`src/rtl/pipe_scroll.sv`:
```
// Scrolling 16-column pipe field with bird collision detection and a saturating BCD score.
// Columns enter at 15 and shift toward 0 once every TICK_MAX+1 cycles unless a loss has frozen the field.
module pipe_scroll #(
    parameter int TICK_MAX = 2559,
    parameter int BIRD_COL = 2,
    parameter int GAP      = 3
) (
    input  logic         clock,
    input  logic         reset,
    input  logic         lossIn,
    input  logic [7:0]   newCol,
    input  logic [7:0]   birdRow,
    output logic [127:0] grid,
    output logic [7:0]   right,
    output logic [7:0]   mid,
    output logic         tick,
    output logic         lossOut,
    output logic [3:0]   scoreTens,
    output logic [3:0]   scoreOnes
);

    localparam logic [11:0] TICK_LAST = 12'(TICK_MAX);
    localparam logic [2:0]  GAP_LOAD  = 3'(GAP);

    logic [11:0] cnt;
    logic [2:0]  sp;
    logic [7:0]  bird_col;
    logic        frozen;
    logic        scroll;
    logic        hit;
    logic        score_en;

    // BCD +1 that sticks at 99 rather than wrapping.
    function automatic logic [7:0] bcd_inc_sat(input logic [3:0] tens, input logic [3:0] ones);
        logic [7:0] res;
        res = {tens, ones};
        if (tens == 4'd9 && ones == 4'd9)
            res = {tens, ones};
        else if (ones == 4'd9)
            res = {tens + 4'd1, 4'd0};
        else
            res = {tens, ones + 4'd1};
        return res;
    endfunction

    assign bird_col = grid[8*BIRD_COL +: 8];
    assign hit      = |(bird_col & birdRow);
    assign frozen   = lossOut | lossIn;
    assign scroll   = !frozen && (cnt == TICK_LAST);
    // A pipe only scores when it is leaving the bird column cleanly on this scroll.
    assign score_en = scroll && (bird_col != 8'h00) && !hit;

    assign right = grid[127:120];
    assign mid   = grid[71:64];

    always_ff @(posedge clock) begin
        if (reset) begin
            cnt     <= '0;
            tick    <= 1'b0;
            lossOut <= 1'b0;
        end else begin
            tick    <= scroll;
            lossOut <= lossOut | hit | lossIn;
            if (frozen || cnt == TICK_LAST)
                cnt <= '0;
            else
                cnt <= cnt + 12'd1;
        end
    end

    always_ff @(posedge clock) begin
        if (reset) begin
            grid <= '0;
            sp   <= '0;
        end else if (scroll) begin
            grid[119:0] <= grid[127:8];
            if (sp == 3'd0) begin
                grid[127:120] <= newCol;
                sp            <= GAP_LOAD;
            end else begin
                grid[127:120] <= 8'h00;
                sp            <= sp - 3'd1;
            end
        end
    end

    always_ff @(posedge clock) begin
        if (reset) begin
            scoreTens <= 4'd0;
            scoreOnes <= 4'd0;
        end else if (score_en) begin
            {scoreTens, scoreOnes} <= bcd_inc_sat(scoreTens, scoreOnes);
        end
    end

endmodule

```
`config.mk`:
```
export PLATFORM = sky130hd
export DESIGN_NAME = pipe_scroll
export DESIGN_NICKNAME = d
export VERILOG_FILES = /design/src/rtl/pipe_scroll.sv
export SDC_FILE = /design/constraint.sdc
export NUM_CORES = 1
export LEC_CHECK = 0
export CAP_MARGIN = 20
export CORE_ASPECT_RATIO = 0.6
export CORE_MARGIN = 2
export CORE_UTILIZATION = 47
export DETAILED_ROUTE_END_ITERATION = 7
export MAX_ROUTING_LAYER = met4
export PLACE_DENSITY = 0.81
export SLEW_MARGIN = 25
export SYNTH_ARGS = -nofsm -noshare
export SYNTH_HDL_FRONTEND = slang
export SYNTH_SLANG_ARGS = --single-unit
```
`constraint.sdc`:
```
create_clock -name clock -period 2.3 [get_ports clock]
set_input_delay 0.575 -clock clock [delete_from_list [all_inputs] [get_ports clock]]
set_output_delay 0.575 -clock clock [all_outputs]
set_load 0.05 [all_outputs]
```
==> out/metrics.csv <==
stage;metric;value;unit
clocking;cts_buffers;17;
yosys;synth-edff-count;0;
yosys;syn_nets;720;
setup_path;ff2ff_setup_slack;200;ps
global_route;grt_pass1_vias;4693;
setup_path;r2r_cells;6;
setup_path;path_depth;1;
floorplanning;ioPinCount;173;
timing;min_period;2240;ps
setup_path;worst_setup_path_start_kind;register;
route;drtIter0Drc;330;
clocking;clk_path_buf_depth;2;
setup_path;crit_family;buffers and inverters;
timing;fin_ws;57.6;ps
timing;drv_slew;0;
clocking;cts.sinks;153;
global_route;grt_usage;23.3;%
yosys;avgSynthCellArea;8.19;um2
floorplanning;die_h;89.2;um
setup_path;path_max_fanout;5;
yosys;synth_flop_cell;dfxtp_1;
route;drt-total-wl;14.9;mm
floorplanning;coreArea;11900;um2
timing;rsz0062_at_grt;false;
floorplanning;rows;31;
setup_path;critical_path_class;register to output port;
clocking;clock_latency;410;ps
setup_path;cp_num_buf_inv;1;
layout;antennaDiodeCount;0;
global_route;grt_antenna_before_repair;0;
route;wl_per_cell;14.7;um
yosys;yosys-top-cells-area;dfxtp_1 (54%), nand2_1 (16%), a21oi_1 (11%), buf_4 (3.0%), clkbuf_1 (2.0%);
yosys;synthCells;695;
min_path;min_path_cells;2;
route;drtPass1Iterations;4;
power;p_per_area;675;nW/um2
timing;fmax;446;MHz
setup_path;cp_slowest_cell;clkdlybuf4s50_1;
placement;hpwl;10.2;mm
global_route;grt_overflow;0;
layout;seq_area;3060;um2
timing;fin_hold_ws;455;ps
power;leakage;0.00283;uW
yosys;async_reset_ff_share;0;%
floorplanning;start_util;47.6;%
yosys;synth_top_area_cell;dfxtp_1;
setup_path;end_kind;output port;
yosys;ys_ff_latch;153;
timing;relSlewSlack;47.3;%
global_route;grt_max_degree;81;
route;avgViaCountPerCell;5.10;
placement;dp_slack;-233;ps
placement;gp_congestion;0.820;
clocking;htreeDepth;4;
route;vias;5184;
global_route;grt_pass1_wl;23.5;mm
min_path;worstHoldPathType;register to register;
clocking;postCtsSetupRepairBufs;0;
min_path;holdPathEnd;grid[1];
timing;finalHoldViolCount;0;
clocking;cts_tree;built;
yosys;ys_types;37;
floorplanning;die_area;13000;um2
placement;placed_cell_area;7440;um2
setup_path;r2r_end;grid[57];
layout;layout.cells.non_filler;1016;
setup_path;crit_arrival;1670;ps
setup_path;path_cells;clkdlybuf4s50_1;
yosys;yosysTopAreaCellShare;53.8;%
timing;fin_crit_sh;97.5;%
yosys;ys_warn_count;0;
yosys;synth_area;5690;um2
clocking;hold_buffers;0;
placement;dp.cells;984;
timing;setup_viol;0;
clocking;clkSlewWorstSetupHoldPaths;60;ps
layout;syn2layout_area_growth;41.0;%
route;ant_nets;0;
placement;io_buffer_count;172;
setup_path;rr_startpoint;cnt[9];
layout;drive_gt1_share;6.11;%
setup_path;required;1730;ps
layout;multi_input_area;2270;um2
layout;nets;863;
clocking;cts_root_buffer;clkbuf_16;
min_path;min-delay-start;grid[1];
floorplanning;fp.dieW;146;um
layout;nFillCells;1005;
setup_path;slowest_delay;840;ps
run_status;outcome;finished clean;
power;ir_drop;0.000519;V
route;drc_errors;0;
timing;skew;13.4;ps
timing;worst_pin_slew;791;ps
layout;fin_area;8030;um2
yosys;yosysSeqAreaShare;53.8;%
flow_run;max_cap_viol_count;0;
[synth_stat cells (3+ instances only)]
cell type,count
dfxtp_1,153
xnor2_1,7
clkbuf_1,30
a21oi_1,121
a22oi_1,4
nand2_1,246
nor4_1,3
a22o_1,9
inv_1,9
buf_4,23
buf_2,8
xor2_1,8
nand4_1,5
ha_1,6
nor2_1,29
nand3_1,7
[worst max-delay path by stage]
stage,from,to
after floorplan,scoreOnes[3],scoreOnes[3]
after CTS,grid[21],grid[21]
after detailed placement,lossIn,scoreTens[1]
final,grid[22],grid[22]
after global routing,grid[64],grid[64]
after global placement,lossIn,scoreOnes[3]
[placed cells by master, fill, tap and decap left out, types with 2 or more instances in the layout]
| cell type | count |
|---|---|
| nor2_1 | 29 |
| nand3_1 | 7 |
| nor3b_1 | 2 |
| a21oi_1 | 121 |
| mux2i_1 | 2 |
| a22o_1 | 9 |
| nand4_1 | 5 |
| buf_12 | 4 |
| clkinv_4 | 2 |
| dlygate4sd2_1 | 3 |
| nor3_2 | 2 |
| ha_1 | 6 |
| clkdlybuf4s50_1 | 156 |
| clkbuf_16 | 17 |
| a211oi_1 | 2 |
| buf_4 | 11 |
| and4_1 | 2 |
| dlymetal6s2s_1 | 11 |
| or4_1 | 2 |
| xor2_1 | 8 |
| clkinvlp_4 | 4 |
| inv_1 | 9 |
| xnor2_1 | 7 |
| dfxtp_1 | 153 |
| clkinv_2 | 2 |
| inv_6 | 6 |
| a22oi_1 | 4 |
| nand2_1 | 246 |
| nor4_1 | 3 |
[power breakdown]
part / internal, uW / switching (uW) / leakage [uW]
clock: 1510 / 1160 / 0.000267
sequential: 2650 / 3.36 / 0.00123
combinational: 36.8 / 58.9 / 0.00133
total: 4200 / 1220 / 0.00283
[cell type report]
class | count | share of cell area, %
flip-flops and latches | 153 | 38.2
multi-input cells | 472 | 28.3
repair buffers | 185 | 23.5
clock buffers | 17 | 5.30
well taps | 165 | 2.57
clock inverters | 15 | 1.75
inverters | 9 | 0.421
[logic make-up after synthesis]
group	share of synthesized area [%]
buf+inv	6.31
compound gates	13.5
flops	53.8
fa+ha+maj	1.32
mux	0.352
simple gates	22.4
xor+xnor	2.31
[repair_timing]
action                                  CTS  global route
hold endpoints to repair                  0             0
gates resized for setup                   3            11
cloned                                    0             0
endpoints found under the setup margin    3            12
[metrics by stage]
step                      total power [uW]  TNS [ps]  utilization (%)
final                                 5420         0             67.2
after global routing                  5580         0             67.2
after CTS                             5460         0             67.0
after detailed placement              2810     -1110             62.3
after global placement                2810      -769             62.3
after floorplan                       2760         0                -
[routing by layer]
layer	vias up	global-route usage [%]	wire length [um]
met1	2445	30.0	6820
met2	174	35.6	6740
met4	0	5.83	80
met5	-	-	0
li1	2552	-	-
met3	13	8.21	1300
[sequential cells by signal (all words and copies together) (netlist names)]
name	cells
grid	128
cnt	12
scoreOnes	4
scoreTens	4
sp	3
lossOut	1
tick	1
Power figures use the tool's default switching activity.
